File: src/rtl/pipelined_addsub_pkg.sv
// pipelined_addsub_pkg
//   Shared definitions for the segmented-carry add/sub pipeline.
//   uint_fp_t       : native operand type; its width is the default WIDTH.
//   ADDSUB_NSEG_DEF : default number of carry segments.
//   ADDSUB_LAT()    : pipeline latency for a given segment count. Consumers
//                     use it to align side paths with the adder output.
package pipelined_addsub_pkg;

  typedef logic [271:0] uint_fp_t;

  localparam int ADDSUB_NSEG_DEF = 4;

  // One stage of independent segment sums, then one stage per merge level.
  function automatic int ADDSUB_LAT(input int nseg);
    return $clog2(nseg) + 1;
  endfunction

endpackage

File: src/rtl/addsub_merge.sv
// addsub_merge
//   Combinational merge of two adjacent partial sums into one partial sum
//   of twice the width. Each input is {carry, W-bit sum}.
//   i_lo  [W:0]    : lower partial sum (its carry ripples upward)
//   i_hi  [W:0]    : upper partial sum
//   o_sum [2*W:0]  : merged partial sum {carry, 2W-bit sum}
module addsub_merge
  import pipelined_addsub_pkg::*;
#(
  parameter int W = 68
) (
  input  logic [W:0]   i_lo,
  input  logic [W:0]   i_hi,
  output logic [2*W:0] o_sum
);

  // The upper partial sum cannot exceed 2^(W+1)-2 (two W-bit operands plus
  // no carry-in), so adding the lower carry never overflows W+1 bits. Its
  // top bit is therefore the merged carry with no extra OR term.
  logic [W:0] w_hi_inc;

  assign w_hi_inc = i_hi + {{W{1'b0}}, i_lo[W]};
  assign o_sum    = {w_hi_inc, i_lo[W-1:0]};

endmodule

File: src/rtl/pipelined_addsub.sv
// pipelined_addsub
//   Wide unsigned adder/subtractor with the carry chain broken into NSEG
//   segments. Stage 0 registers NSEG independent segment sums; each of the
//   log2(NSEG) following stages merges adjacent pairs, so the last stage
//   holds one WIDTH+1-bit value {carry, z}. All stages advance together
//   under a single enable (no per-stage skid).
//
//   clk, rst            : clock, synchronous active-high reset
//   in_valid/in_ready   : input handshake (in_ready = pipeline enable)
//   in_sub              : 0 -> X+Y, 1 -> X-Y
//   in_x, in_y          : WIDTH-bit unsigned operands
//   in_tag              : opaque sideband returned with the result
//   out_valid/out_ready : output handshake
//   out_z               : result modulo 2^WIDTH
//   out_carry           : add: carry out; sub: 1 when X >= Y (no borrow)
//   out_tag             : tag of the result on out_z
module pipelined_addsub
  import pipelined_addsub_pkg::*;
#(
  parameter int WIDTH = $bits(uint_fp_t),
  parameter int NSEG  = ADDSUB_NSEG_DEF,
  parameter int TAG_W = 8
) (
  input  logic             clk,
  input  logic             rst,
  input  logic             in_valid,
  output logic             in_ready,
  input  logic             in_sub,
  input  logic [WIDTH-1:0] in_x,
  input  logic [WIDTH-1:0] in_y,
  input  logic [TAG_W-1:0] in_tag,
  output logic             out_valid,
  input  logic             out_ready,
  output logic [WIDTH-1:0] out_z,
  output logic             out_carry,
  output logic [TAG_W-1:0] out_tag
);

  localparam int SEG_W  = WIDTH / NSEG;
  localparam int LOG    = $clog2(NSEG);
  localparam int STAGES = ADDSUB_LAT(NSEG);

  // Reject segment counts the pair-merge tree cannot handle.
  if (!((NSEG == 1) || (NSEG == 2) || (NSEG == 4) || (NSEG == 8)) ||
      ((WIDTH % NSEG) != 0)) begin : g_bad_cfg
    $error("pipelined_addsub: NSEG must be 1/2/4/8 and divide WIDTH");
  end

  // ---------------------------------------------------------------------
  // Flow control: one shared enable, the last stage is the output register.
  // ---------------------------------------------------------------------
  logic w_en;
  logic w_acc;

  assign w_en     = ~out_valid | out_ready;
  assign in_ready = w_en & ~rst;
  assign w_acc    = in_valid & in_ready;

  // Valid, op and tag shift registers, index k = stage k.
  logic [STAGES-1:0]            r_vld_pipe;
  logic [STAGES-1:0]            r_sub_pipe;
  logic [STAGES-1:0][TAG_W-1:0] r_tag_pipe;

  always_ff @(posedge clk) begin
    if (rst) begin
      r_vld_pipe <= '0;
      r_sub_pipe <= '0;
      r_tag_pipe <= '0;
    end else if (w_en) begin
      // A cycle with enable but no acceptance inserts a bubble.
      r_vld_pipe[0] <= w_acc;
      r_sub_pipe[0] <= in_sub;
      r_tag_pipe[0] <= in_tag;
      for (int k = 1; k < STAGES; k++) begin
        r_vld_pipe[k] <= r_vld_pipe[k-1];
        r_sub_pipe[k] <= r_sub_pipe[k-1];
        r_tag_pipe[k] <= r_tag_pipe[k-1];
      end
    end
  end

  // ---------------------------------------------------------------------
  // Datapath. Stage k holds NSEG>>k partial sums of SEG_W<<k bits, each
  // with its own carry bit on top.
  // ---------------------------------------------------------------------
  // Subtraction is X + ~Y + 1; the +1 enters segment 0 only, the other
  // segments receive it through the merge tree.
  logic [WIDTH-1:0] w_y_op;

  assign w_y_op = in_sub ? ~in_y : in_y;

  for (genvar k = 0; k < STAGES; k++) begin : g_stg
    localparam int NS = NSEG >> k;
    localparam int SW = SEG_W << k;

    logic [NS-1:0][SW:0] w_nxt;
    logic [NS-1:0][SW:0] r_seg;

    if (k == 0) begin : g_seg_sum
      for (genvar i = 0; i < NS; i++) begin : g_seg
        logic w_cin;
        assign w_cin    = (i == 0) ? in_sub : 1'b0;
        assign w_nxt[i] = {1'b0, in_x[i*SEG_W +: SEG_W]}
                        + {1'b0, w_y_op[i*SEG_W +: SEG_W]}
                        + {{SEG_W{1'b0}}, w_cin};
      end
    end else begin : g_seg_merge
      for (genvar p = 0; p < NS; p++) begin : g_pair
        addsub_merge #(
          .W (SW / 2)
        ) u_merge (
          .i_lo  (g_stg[k-1].r_seg[2*p]),
          .i_hi  (g_stg[k-1].r_seg[2*p+1]),
          .o_sum (w_nxt[p])
        );
      end
    end

    // Data registers clear on reset so the output bus reads 0 afterwards.
    always_ff @(posedge clk) begin
      if (rst)       r_seg <= '0;
      else if (w_en) r_seg <= w_nxt;
    end
  end

  // ---------------------------------------------------------------------
  // Outputs straight from the last stage.
  // ---------------------------------------------------------------------
  // The op bit rides along for debug visibility; the no-borrow carry of
  // X + ~Y + 1 already gives the subtract carry, so nothing consumes it.
  logic w_unused_sub;

  assign w_unused_sub = r_sub_pipe[STAGES-1];

  assign out_valid = r_vld_pipe[STAGES-1];
  assign out_tag   = r_tag_pipe[STAGES-1];
  assign out_z     = g_stg[STAGES-1].r_seg[0][WIDTH-1:0];
  assign out_carry = g_stg[STAGES-1].r_seg[0][WIDTH];

endmodule

File: config.mk
export PLATFORM = sky130hd
export DESIGN_NAME = pipelined_addsub
export DESIGN_NICKNAME = d
export VERILOG_FILES = /design/src/rtl/pipelined_addsub_pkg.sv /design/src/rtl/addsub_merge.sv /design/src/rtl/pipelined_addsub.sv
export SDC_FILE = /design/constraint.sdc
export NUM_CORES = 2
export LEC_CHECK = 0
export BUFFER_PORTS_ARGS = -buffer_cell sky130_fd_sc_hd__buf_4
export CAP_MARGIN = 20
export CORE_MARGIN = 2
export CORE_UTILIZATION = 50
export DETAILED_ROUTE_END_ITERATION = 6
export PLACE_DENSITY = 0.85
export SLEW_MARGIN = 10
export SYNTH_ARGS = -nofsm -noshare
export SYNTH_HDL_FRONTEND = slang
export SYNTH_SLANG_ARGS = --single-unit
File: constraint.sdc
create_clock -name clk -period 5.23 [get_ports clk]
set_clock_uncertainty 0.1 [all_clocks]
set_input_delay 0.7845 -clock clk [delete_from_list [all_inputs] [get_ports clk]]
set_output_delay 0.7845 -clock clk [all_outputs]
set_load 0.01 [all_outputs]
==> metrics <==
Clock Path Buffers 3; worst-case vdd ir drop roughly 0.24 mV; final hold viol count 0; worst hold slack ~260 ps; CP endpoint kind flop; status finished clean; Slowest cell on crit path o311ai_0; syn avg cell area 7.65 um2; setup TNS 0 ps; kind of cell adding the most delay to the critical path compound AO/OA/AOI/OAI gates; syn nets 7566; pin count of the biggest net entering global routing between 200 and 250; CP max stage delay 650 ps; wire per inst roughly 21 um; arrival time at the worst endpoint around 5000 ps; area grow syn2layout 20.2%; DR pass1 iterations 7; synthesis warning total 0; clock root buffer clkbuf_16; GPL Wtd Cong around 1; Final Max Tran Viols 0; critical path data required time 5690 ps; critical path startpoint category input port; DRT antenna net count 0; most common cell after layout, fill and taps aside nand2_1; die width between 300 and 400 um; TritonCTS Buffers 92; routing usage on met3 under 10%; Clock Latency Late Sink around 690 ps; core outline area between 100000 and 150000 um2; IO buf count ~840; cell chain of the critical path buf_8, buf_12, xor2_1, ha_1, inv_1, fa_1, nor2b_1, o21a_1, o21a_1, o21bai_1, o311ai_0, a21boi_0, o21ai_0, a31oi_1, o31ai_1, xor2_1, a22o_1; area of the multi-input gates 32400 um2; DP Wirelength roughly 140 mm; fin crit share 84.7%; critical path class input port to flop; Die ar. approximately 110000 um2; final core occ 60.7%; post-route cell area 61800 um2; gr usage total ~33%; layout cells sized above 1 between 15 and 20%; I/O pin count 840; FF+latch area between 15000 and 20000 um2; GR Layer Usage met1 41.3%; Post-synth EDFFs 0; Yosys cell types 89; num rows ~120; pwr/cell area ~340 nW/um2; Post-route DRC 0; fin nets between 8000 and 9000; fraction of registers with async set/reset 0%; Initial Utilization just over 50%; worst path bufs/invs 3; fillers a little over 9000; GRT overflow 0; Max-slew headroom approximately 30%; Clock Pin Slew Worst Setup and Hold Paths around 60 ps; total routed wirelength 186 mm; Final min period around 4400 ps; Post-CTS Setup Bufs 0; post-cts sizing count 0; Leak 0.0264 uW; Worst Path Max Fanout 25; most frequent cells in the layout 1274 x nand2_1, 897 x buf_4, 850 x dfxtp_1; Die Y-Extent approximately 320 um; register area share after synthesis between 30% and 40%; peak-usage layer in the global routing report met2; first-pass GRT wire length ~280 mm; Post-DP Area approximately 59000 um2; vias in the first global route between 40000 and 50000; ys flop type dfxtp_1; drt first-iter violations about 4500; vias after detailed routing 51400; vias per inst roughly 6; GR Util met2 55.9%; #FFs+latches synth 850; Setup-failing EPs final 0; initial antenna violation count 18; Hold-fix buffers, CTS 0; CTS sink cnt 850; RSZ-0062 raised after global routing false; worst slew pin tran about 1100 ps; Hold Path Class input port to flop; Max-Cap Viols 0; TritonCTS clock tree done; Max Freq 226 MHz; H-tree depth 3; Synth Cell Area about 50000 um2; Mapped Cells around 6700
-- sequential cells by signal, summed over array words and instances, names as in the netlist --
register / cells
g_stg.r_seg: 823
r_tag_pipe: 16
out_tag: 8
r_vld_pipe: 3
-- worst paths after layout --
check / startpoint / slack, ps / to / depth (start not counted)
min: in_tag[7] / 260 / r_tag_pipe[7] / 3
max reg2reg: g_stg[1].r_seg[137] / 1020 / g_stg[2].r_seg[270] / 14
max: in_sub / 800 / g_stg[0].r_seg[93] / 17
min reg2reg: g_stg[1].r_seg[77] / 320 / g_stg[2].r_seg[77] / 2
-- per-stage QoR --
stage / std cells / setup WS, ps / power, uW
floorplan: 6728 / 162 / 11700
global placement: 8581 / 301 / 13800
detailed placement: 8581 / 194 / 13900
CTS: 8749 / 920 / 20900
global route: 8756 / 575 / 21900
finish: 8757 / 798 / 21000
-- cells by family (layout without fill, tap and decap cells) --
| kind of cell | Yosys count | count (layout) | synth area share (%) |
|---|---|---|---|
| simple gates | 2481 | 2481 | 21.4 |
| compound gates | 1858 | 1858 | 22.3 |
| other cells | 0 | 8 | 0 |
| fa+ha+maj | 281 | 281 | 6.89 |
| xor+xnor | 719 | 719 | 12.2 |
| buf+inv | 536 | 1189 | 4.01 |
| mux | 3 | 3 | 0.0584 |
| flops | 850 | 850 | 33.1 |
-- Yosys cell counts (9+ instances only) --
library cell / instances / share of area (%)
a211o_1: 10 / 0.17
buf_1: 38 / 0.28
a311oi_1: 59 / 1.0
nor4_1: 16 / 0.19
nor3_1: 57 / 0.55
a21oi_1: 761 / 7.4
o211ai_1: 15 / 0.22
o31ai_1: 25 / 0.36
and2_1: 23 / 0.28
a221oi_1: 13 / 0.22
o21ai_0: 307 / 3.0
nor2_1: 521 / 3.8
o31a_1: 12 / 0.20
o21a_1: 37 / 0.54
a21o_1: 167 / 2.4
dfxtp_1: 850 / 33
and3_1: 80 / 0.97
a31oi_1: 33 / 0.40
a211oi_1: 263 / 3.8
nand4_1: 117 / 1.4
and4_1: 26 / 0.44
xor2_1: 499 / 8.5
o21bai_1: 47 / 0.69
or2_2: 12 / 0.15
ha_1: 277 / 6.7
nand2_1: 1274 / 9.3
nand3_1: 160 / 1.6
or3_1: 83 / 1.0
clkbuf_1: 373 / 2.7
o21ai_1: 13 / 0.13
xnor2_1: 220 / 3.7
nand3b_1: 10 / 0.15
inv_1: 109 / 0.80
nor2b_1: 32 / 0.39
nand2b_1: 23 / 0.28
buf_4: 9 / 0.13
a21boi_0: 12 / 0.18
-- per-layer routing --
layer / routed length [um] / part of all wire (%) / vias up
li1: - / - / 24700
met1: 74600 / 40 / 24200
met2: 87000 / 47 / 2062
met3: 13900 / 7.5 / 448
met4: 10300 / 5.6 / 18
met5: 124 / 0.067 / -
-- cell type report --
class                   instances  area share [%]
diodes                          8          0.0324
inverters                     110           0.668
flip-flops and latches        850            27.5
repair buffers                911            11.3
clock inverters                41            1.07
well taps                    1368            2.77
clock buffers                 127            4.23
multi-input cells            5342            52.4
-- worst register-to-register path, delay by kind of cell (launching register included) --
family / cells / cell delay (ps)
and+or+nand+nor: 9 / 2350
adders and majority gates: 2 / 580
xor gates and xnor gates: 1 / 350
DFF: 1 / 330
buffers and inverters: 1 / 200
AOI/OAI and AO/OA: 1 / 130
-- report_power, final --
part           internal, uW  total (uW)  switching [uW]
clock network          4130        7030            2900
registers              7320        8060             743
logic                  2480        5890            3410
Power figures use the tool's default switching activity.
